===== src/rtl/uart_tx_arbiter_if.sv =====
// ----------------------------------------------------------------------------
// uart_tx_arbiter_if : requester bus and UART_Tx handshake for uart_tx_arbiter
// Optional: UART_ARB_LOCK_EN adds i_req_lock.   Revision 1.0
// ----------------------------------------------------------------------------
`default_nettype none

interface uart_tx_arbiter_if #(
  parameter int NUM_REQ = 4
) ();
  localparam int IW = $clog2(NUM_REQ);

  logic [NUM_REQ-1:0]   i_req_valid;
  logic [8*NUM_REQ-1:0] i_req_byte;
  logic [NUM_REQ-1:0]   o_req_ready;
`ifdef UART_ARB_LOCK_EN
  logic [NUM_REQ-1:0]   i_req_lock;
`endif
  logic                 o_TX_DV;
  logic [7:0]           o_TX_Byte;
  logic                 i_TX_Active;
  logic                 i_TX_Done;
  logic [IW-1:0]        o_grant_id;
  logic                 o_busy;
  logic                 o_timeout;

  modport slave (
`ifdef UART_ARB_LOCK_EN
    input  i_req_lock,
`endif
    input  i_req_valid, i_req_byte, i_TX_Active, i_TX_Done,
    output o_req_ready, o_TX_DV, o_TX_Byte, o_grant_id, o_busy, o_timeout
  );

  modport master (
`ifdef UART_ARB_LOCK_EN
    output i_req_lock,
`endif
    output i_req_valid, i_req_byte, i_TX_Active, i_TX_Done,
    input  o_req_ready, o_TX_DV, o_TX_Byte, o_grant_id, o_busy, o_timeout
  );
endinterface

`default_nettype wire


===== src/rtl/uart_tx_arbiter.sv =====
// ----------------------------------------------------------------------------
// uart_tx_arbiter : round-robin sharing of one UART_Tx among NUM_REQ producers
// Optional: UART_ARB_LOCK_EN (sticky priority per requester).   Revision 1.0
// ----------------------------------------------------------------------------
`default_nettype none

module uart_tx_arbiter #(
  parameter int NUM_REQ      = 4,
  parameter int GAP_CYCLES   = 0,
  parameter int DONE_TIMEOUT = 200000
) (
  input  logic              clk,
  input  logic              rst,
  uart_tx_arbiter_if.slave  bus
);

  localparam int IW = $clog2(NUM_REQ);
  localparam int GW = (GAP_CYCLES > 1) ? $clog2(GAP_CYCLES) : 1;
  localparam int TW = (DONE_TIMEOUT > 1) ? $clog2(DONE_TIMEOUT) : 1;
  localparam logic [GW-1:0] c_GAP_LAST = GW'((GAP_CYCLES > 0) ? GAP_CYCLES - 1 : 0);
  localparam logic [TW-1:0] c_TO_LAST  = TW'((DONE_TIMEOUT > 0) ? DONE_TIMEOUT - 1 : 0);
  localparam logic [IW-1:0] c_LAST_ID  = IW'(NUM_REQ - 1);
  localparam bit            c_GAP_EN   = (GAP_CYCLES > 0);
  localparam bit            c_TO_EN    = (DONE_TIMEOUT > 0);

  typedef enum logic [1:0] {
    S_IDLE  = 2'd0,
    S_ISSUE = 2'd1,
    S_WAIT  = 2'd2,
    S_GAP   = 2'd3
  } state_t;

  state_t              r_state;
  state_t              w_state_nxt;
  logic [IW-1:0]       r_ptr;
  logic [IW-1:0]       r_gid;
  logic [7:0]          r_tx_byte;
  logic [GW-1:0]       r_gap_cnt;
  logic [TW-1:0]       r_to_cnt;

  logic [NUM_REQ-1:0]  w_valid;
  logic [IW-1:0]       w_start;
  logic [IW-1:0]       w_win;
  logic                w_any;
  logic                w_grant;
  logic                w_timeout;
  logic [7:0]          w_win_byte;
  logic [NUM_REQ-1:0]  w_ready;
  logic [IW-1:0]       w_ptr_nxt;
  int                  w_dist;
  int                  w_best;

  assign w_valid = bus.i_req_valid;

  // A locked, still-valid previous winner restarts the search at itself.
`ifdef UART_ARB_LOCK_EN
  assign w_start = (bus.i_req_lock[r_gid] && w_valid[r_gid]) ? r_gid : r_ptr;
`else
  assign w_start = r_ptr;
`endif

  // Winner is the valid requester with the smallest circular distance from w_start.
  always_comb begin
    w_win      = '0;
    w_any      = 1'b0;
    w_best     = NUM_REQ;
    w_dist     = 0;
    w_win_byte = 8'h00;
    for (int k = 0; k < NUM_REQ; k++) begin
      w_dist = k - int'(w_start);
      if (w_dist < 0) w_dist = w_dist + NUM_REQ;
      if (w_valid[k] && (w_dist < w_best)) begin
        w_best     = w_dist;
        w_win      = IW'(k);
        w_any      = 1'b1;
        w_win_byte = bus.i_req_byte[8*k +: 8];
      end
    end
  end

  // Gated by rst so no ready pulse leaks out while reset is held.
  assign w_grant   = (r_state == S_IDLE) && w_any && !bus.i_TX_Active && rst;
  assign w_ptr_nxt = (w_win == c_LAST_ID) ? '0 : w_win + 1'b1;

  always_comb begin
    w_ready = '0;
    for (int k = 0; k < NUM_REQ; k++) begin
      w_ready[k] = w_grant && (w_win == IW'(k));
    end
  end

  always_comb begin
    w_state_nxt = r_state;
    w_timeout   = 1'b0;
    case (r_state)
      S_IDLE:  if (w_grant) w_state_nxt = S_ISSUE;
      S_ISSUE: w_state_nxt = S_WAIT;
      S_WAIT: begin
        if (bus.i_TX_Done) begin
          w_state_nxt = c_GAP_EN ? S_GAP : S_IDLE;
        end else if (c_TO_EN && (r_to_cnt == c_TO_LAST)) begin
          w_timeout   = 1'b1;
          w_state_nxt = S_IDLE;
        end
      end
      S_GAP:   if (r_gap_cnt == c_GAP_LAST) w_state_nxt = S_IDLE;
      default: w_state_nxt = S_IDLE;
    endcase
  end

  always_ff @(posedge clk or negedge rst) begin
    if (!rst) begin
      r_state   <= S_IDLE;
      r_ptr     <= '0;
      r_gid     <= '0;
      r_tx_byte <= 8'h00;
      r_gap_cnt <= '0;
      r_to_cnt  <= '0;
    end else begin
      r_state   <= w_state_nxt;
      r_gap_cnt <= (r_state == S_GAP)  ? r_gap_cnt + 1'b1 : '0;
      r_to_cnt  <= (r_state == S_WAIT) ? r_to_cnt + 1'b1  : '0;
      if (w_grant) begin
        r_ptr     <= w_ptr_nxt;
        r_gid     <= w_win;
        r_tx_byte <= w_win_byte;
      end
    end
  end

  assign bus.o_req_ready = w_ready;
  assign bus.o_TX_DV     = (r_state == S_ISSUE);
  assign bus.o_TX_Byte   = r_tx_byte;
  assign bus.o_grant_id  = w_grant ? w_win : r_gid;
  assign bus.o_busy      = (r_state != S_IDLE);
  assign bus.o_timeout   = w_timeout;

endmodule

`default_nettype wire

===== src/flat_wrapper.sv =====
// flat-port wrapper written by rule: the top's interface ports become plain ports
module uart_tx_arbiter_flat 
#(
  parameter int NUM_REQ      = 4,
  parameter int GAP_CYCLES   = 0,
  parameter int DONE_TIMEOUT = 200000
)
  (clk, rst, bus_i_req_valid, bus_i_req_byte, bus_i_TX_Active, bus_i_TX_Done, bus_o_req_ready, bus_o_TX_DV, bus_o_TX_Byte, bus_o_grant_id, bus_o_busy, bus_o_timeout);
  uart_tx_arbiter_if #(.NUM_REQ(NUM_REQ)) bus_i ();
  input  logic clk;
  input  logic rst;
  input wire logic [$bits(bus_i.i_req_valid)-1:0] bus_i_req_valid;
  input wire logic [$bits(bus_i.i_req_byte)-1:0] bus_i_req_byte;
  input wire logic [$bits(bus_i.i_TX_Active)-1:0] bus_i_TX_Active;
  input wire logic [$bits(bus_i.i_TX_Done)-1:0] bus_i_TX_Done;
  output wire logic [$bits(bus_i.o_req_ready)-1:0] bus_o_req_ready;
  output wire logic [$bits(bus_i.o_TX_DV)-1:0] bus_o_TX_DV;
  output wire logic [$bits(bus_i.o_TX_Byte)-1:0] bus_o_TX_Byte;
  output wire logic [$bits(bus_i.o_grant_id)-1:0] bus_o_grant_id;
  output wire logic [$bits(bus_i.o_busy)-1:0] bus_o_busy;
  output wire logic [$bits(bus_i.o_timeout)-1:0] bus_o_timeout;
  assign bus_i.i_req_valid = bus_i_req_valid;
  assign bus_i.i_req_byte = bus_i_req_byte;
  assign bus_i.i_TX_Active = bus_i_TX_Active;
  assign bus_i.i_TX_Done = bus_i_TX_Done;
  assign bus_o_req_ready = bus_i.o_req_ready;
  assign bus_o_TX_DV = bus_i.o_TX_DV;
  assign bus_o_TX_Byte = bus_i.o_TX_Byte;
  assign bus_o_grant_id = bus_i.o_grant_id;
  assign bus_o_busy = bus_i.o_busy;
  assign bus_o_timeout = bus_i.o_timeout;
  uart_tx_arbiter #(.NUM_REQ(NUM_REQ), .GAP_CYCLES(GAP_CYCLES), .DONE_TIMEOUT(DONE_TIMEOUT)) u_core (.clk(clk), .rst(rst), .bus(bus_i));
endmodule

===== config.mk =====
export PLATFORM = sky130hd
export DESIGN_NAME = uart_tx_arbiter_flat
export DESIGN_NICKNAME = d
export VERILOG_FILES = /design/src/rtl/uart_tx_arbiter_if.sv /design/src/rtl/uart_tx_arbiter.sv /design/src/flat_wrapper.sv
export SDC_FILE = /design/constraint.sdc
export NUM_CORES = 1
export LEC_CHECK = 0
export CAP_MARGIN = 20
export CORE_UTILIZATION = 30
export CTS_CLUSTER_SIZE = 24
export DETAILED_ROUTE_END_ITERATION = 10
export GPL_TIMING_DRIVEN = 1
export PLACE_DENSITY = 0.6
export SETUP_SLACK_MARGIN = 0.2
export SLEW_MARGIN = 20
export SYNTH_ARGS = -nofsm -noshare
export SYNTH_HDL_FRONTEND = slang
export SYNTH_SLANG_ARGS = --single-unit

===== constraint.sdc =====
create_clock -name clk -period 6.1 [get_ports clk]
set_input_delay 1.22 -clock clk [delete_from_list [all_inputs] [get_ports clk]]
set_output_delay 1.22 -clock clk [all_outputs]
set_load 0.02 [all_outputs]

==> implementation parameters <==
Parameter                              Value

Status
  Status    finished, final reports clean

STA
  Highest achievable clock rate    0.172 GHz
  Worst slew pin tran    0.723 ns
  Worst-case setup margin in the final layout    0.279 ns
  RSZ-0062 raised after global routing    yes
  Slew Viols, Final    0
  Shortest clock period the worst path allows after layout    5.82 ns
  Final period utilization    95.4%
  Total setup violations reported at the end of the flow    0
  Worst max-slew margin expressed relative to the limit    51.8%
  Count of endpoints failing hold in the final timing report    0
  Fin Clk Skew    0.00241 ns
  Setup Total Neg Slack    0 ns

Setup path
  Most frequent CP cell    sky130_fd_sc_hd__ha_1
  Data required time at the worst endpoint    4.88 ns
  Critical path type    in2out
  Largest driver fanout on the critical path    4
  Crit path launch type    input port
  Critical path's slowest cell    sky130_fd_sc_hd__clkdlybuf4s50_1
  Cell Chain, Critical Path    clkdlybuf4s50_1, clkinv_1, mux2i_1, a32oi_1, ha_1, o21ai_2, a21oi_2, nand2b_1, nand2_1, o21ai_0, ha_1, o32ai_1, and2_1, nor2_2, nand2_1, ha_1, and2_1, clkdlybuf4s50_1
  Largest stage delay, worst path    0.53 ns
  Arrival time of the worst setup path    4.60 ns
  Crit. End Element    primary output

Global route
  Largest net degree at the start of global routing    34
  Number of global-route vias before repair    1815
  GRT Resource Usage Total    14.8%
  Remaining global-route overflow    0
  First-pass GRT wire length    8.57 mm
  Antenna violations before repair    0

Route
  Violation count after the first detailed-routing iteration    61
  Wire length after detailed routing    4.92 mm
  Detailed-routing iteration count for the pre-antenna-repair pass    4
  Antenna violation net count after detailed routing    0
  Via count    1893
  Average vias per placed instance    5.05
  Routed wire per std cell    13.1 um
  Final routed DRC violation total    0

Layout
  Final net count    341
  Filler cell count in the final layout    664
  Total area of multi-input combinational cells    1170 um^2
  Core utilization of the finished layout    42.2%
  Fraction of layout cells with a size suffix above 1    8.81%
  Diodes inserted    0
  Post-route standard cell area excluding fillers    2850 um^2
  Layout Area Growth over Synthesis    36.3%
  Storage cell area    826 um^2

Clock network
  Number of buffers inserted for hold repair after clock tree synthesis    0
  Clk pin slew, worst setup/hold paths    0.07 ns
  Clock tree from TritonCTS    done
  TritonCTS buffer count    5
  Max Buffers Root-to-Sink    2
  Clock Tree Root    sky130_fd_sc_hd__clkbuf_8
  Post-CTS setup repair buffer count    0
  Clock Latency Late Sink    0.29 ns
  H-tree depth    2
  Sink Count    33

Yosys
  Number of synthesized flops with an enable pin    0
  Sequential-to-total area share from yosys stat    39.5%
  Area share of the largest cell type after synthesis    39.5%
  Count of different cell masters after synthesis    43
  Netlist area before placement    2090 um^2
  Most used standard cell by instance count after synthesis    sky130_fd_sc_hd__dfrtp_1
  Synthesized instance count    234
  Post-Synthesis Net Count    281
  Main synth FF type    sky130_fd_sc_hd__dfrtp_1
  Average cell area after synthesis    8.94 um^2
  Cell type with the largest total area after synthesis    sky130_fd_sc_hd__dfrtp_1
  Count of warnings emitted by yosys    0
  Commonest cells in the netlist    sky130_fd_sc_hd__dfrtp_1 (33), sky130_fd_sc_hd__nor2_1 (32), sky130_fd_sc_hd__o211ai_1 (17), sky130_fd_sc_hd__nand3_1 (13)
  Top cells by area, synth    sky130_fd_sc_hd__dfrtp_1 (39%), sky130_fd_sc_hd__o211ai_1 (6.1%), sky130_fd_sc_hd__nor2_1 (5.7%)
  Count of state elements after synthesis    33
  Ys async rst share    100%

Placed design
  Cell area reported after detailed placement    2760 um^2
  Final Wtd Congestion    0.780
  Port bufs    56
  Worst slack, placed    0.163 ns
  Half-perimeter wire length after detailed placement    3.73 mm

Power and ir drop
  Pwr per Cell Area    355 nW/um^2
  Lkg Pwr    1.18 nW
  Pwr Total    1.01 mW
  VDD IR-drop max    0.249 mV

Flow run
  Max-capacitance violation count    0

Die
  Die width    85.5 um
  Initial core utilization    31.0%
  Die ar.    7310 um^2
  IO Pins    57
  Core ar.    6760 um^2
  Die Ht    85.5 um
  Number of core rows    30

Worst hold path
  Worst min-delay path class    reg2reg
==> path summary, 6_finish.rpt <==
check | start | to | slack [ns] | depth (start not counted)
worst min-delay path | u_core.r_gap_cnt | u_core.r_gap_cnt | 0.43 | 1
worst max-delay path | bus_i_req_valid[0] | bus_o_req_ready[1] | 0.28 | 18
worst min register to register | u_core.r_gap_cnt | u_core.r_gap_cnt | 0.43 | 1
worst max register to register | u_core.r_ptr[1] | u_core.r_ptr[1] | 2.80 | 15
max in group asynchronous | rst | u_core.r_gid[1] | 4.40 | 2
min in group asynchronous | rst | u_core.r_to_cnt[13] | 1.40 | 2
==> cell usage in the layout, fill, tap and decap left out, types with 2 or more instances in the layout <==
cell type / n
sky130_fd_sc_hd__or3_1: 9
sky130_fd_sc_hd__xnor2_1: 9
sky130_fd_sc_hd__and3_1: 6
sky130_fd_sc_hd__nand2_1: 9
sky130_fd_sc_hd__clkdlybuf4s50_1: 52
sky130_fd_sc_hd__a32oi_1: 2
sky130_fd_sc_hd__nor2_1: 31
sky130_fd_sc_hd__a31oi_1: 10
sky130_fd_sc_hd__buf_4: 10
sky130_fd_sc_hd__o211ai_1: 17
sky130_fd_sc_hd__nor3_1: 3
sky130_fd_sc_hd__and4_1: 3
sky130_fd_sc_hd__clkbuf_8: 5
sky130_fd_sc_hd__a21oi_1: 2
sky130_fd_sc_hd__dlygate4sd2_1: 2
sky130_fd_sc_hd__o21ai_0: 10
sky130_fd_sc_hd__inv_1: 7
sky130_fd_sc_hd__ha_1: 7
sky130_fd_sc_hd__nand4_1: 10
sky130_fd_sc_hd__xor2_1: 7
sky130_fd_sc_hd__dfrtp_1: 33
sky130_fd_sc_hd__nor2b_1: 4
sky130_fd_sc_hd__dlymetal6s2s_1: 2
sky130_fd_sc_hd__nand3_1: 13
sky130_fd_sc_hd__nand2b_1: 3
sky130_fd_sc_hd__and2_1: 8
sky130_fd_sc_hd__clkinv_2: 2
==> cell families (layout without fill, tap and decap cells) <==
family	Yosys count	after routing	share of synthesized area, %
adders and majority gates	7	7	4.19
and+or+nand+nor	107	107	27.4
AOI/OAI and AO/OA	49	49	16.7
xor gates and xnor gates	16	16	6.70
DFF	33	33	39.5
muxes	1	1	0.478
buffers and inverters	21	82	5.08
==> critical path, delay by kind of cell <==
family,cells,cell delay (ns)
adder cells (fa/ha/maj),3,0.75
AND/OR/NAND/NOR,6,0.85
AO/OA/AOI/OAI,5,0.56
multiplexers,1,0.12
buffers and inverters,3,1.10
==> per-layer routing <==
layer  vias to the layer above  part of all wire (%)  global-route usage [%]
li1                        963                     -                       -
met1                       875                    46                    18.5
met2                        51                    46                    23.8
met3                         4                   6.7                    4.81
met4                         0                   1.3                    5.61
met5                         -                     0                       0
==> power breakdown <==
group / total [mW] / leakage (nW) / internal (mW) / switching [mW]
sequential: 0.298 / 0.426 / 0.261 / 0.0365
combinational: 0.553 / 0.712 / 0.256 / 0.298
clock: 0.162 / 0.0439 / 0.0787 / 0.0833
==> state kept, by name (all words and copies together) (netlist names) <==
register	cells
u_core.r_to_cnt	18
u_core.bus.o_TX_Byte	8
u_core.r_gid	2
u_core.r_ptr	2
u_core.r_state	2
u_core.r_gap_cnt	1
==> metrics by stage <==
step	hold WS, ns	instances
after floorplan	0.414	234
after global placement	0.430	367
after detailed placement	0.427	367
after CTS	0.437	375
after global routing	0.475	375
final	0.435	375
==> cell type report <==
class / instances / share of cell area [%]
clock buffers: 5 / 2.41
clock inverters: 3 / 0.614
inverters: 8 / 1.05
multi-input cells: 180 / 41.1
flip-flops and latches: 33 / 29.0
well taps: 80 / 3.51
repair buffers: 66 / 22.4
==> timing repair <==
item / in CTS / in global routing
gates resized for setup: 2 / 3
setup endpoints to repair: 2 / 5
cloned: 0 / 0
(Power assumes the default switching activity.)
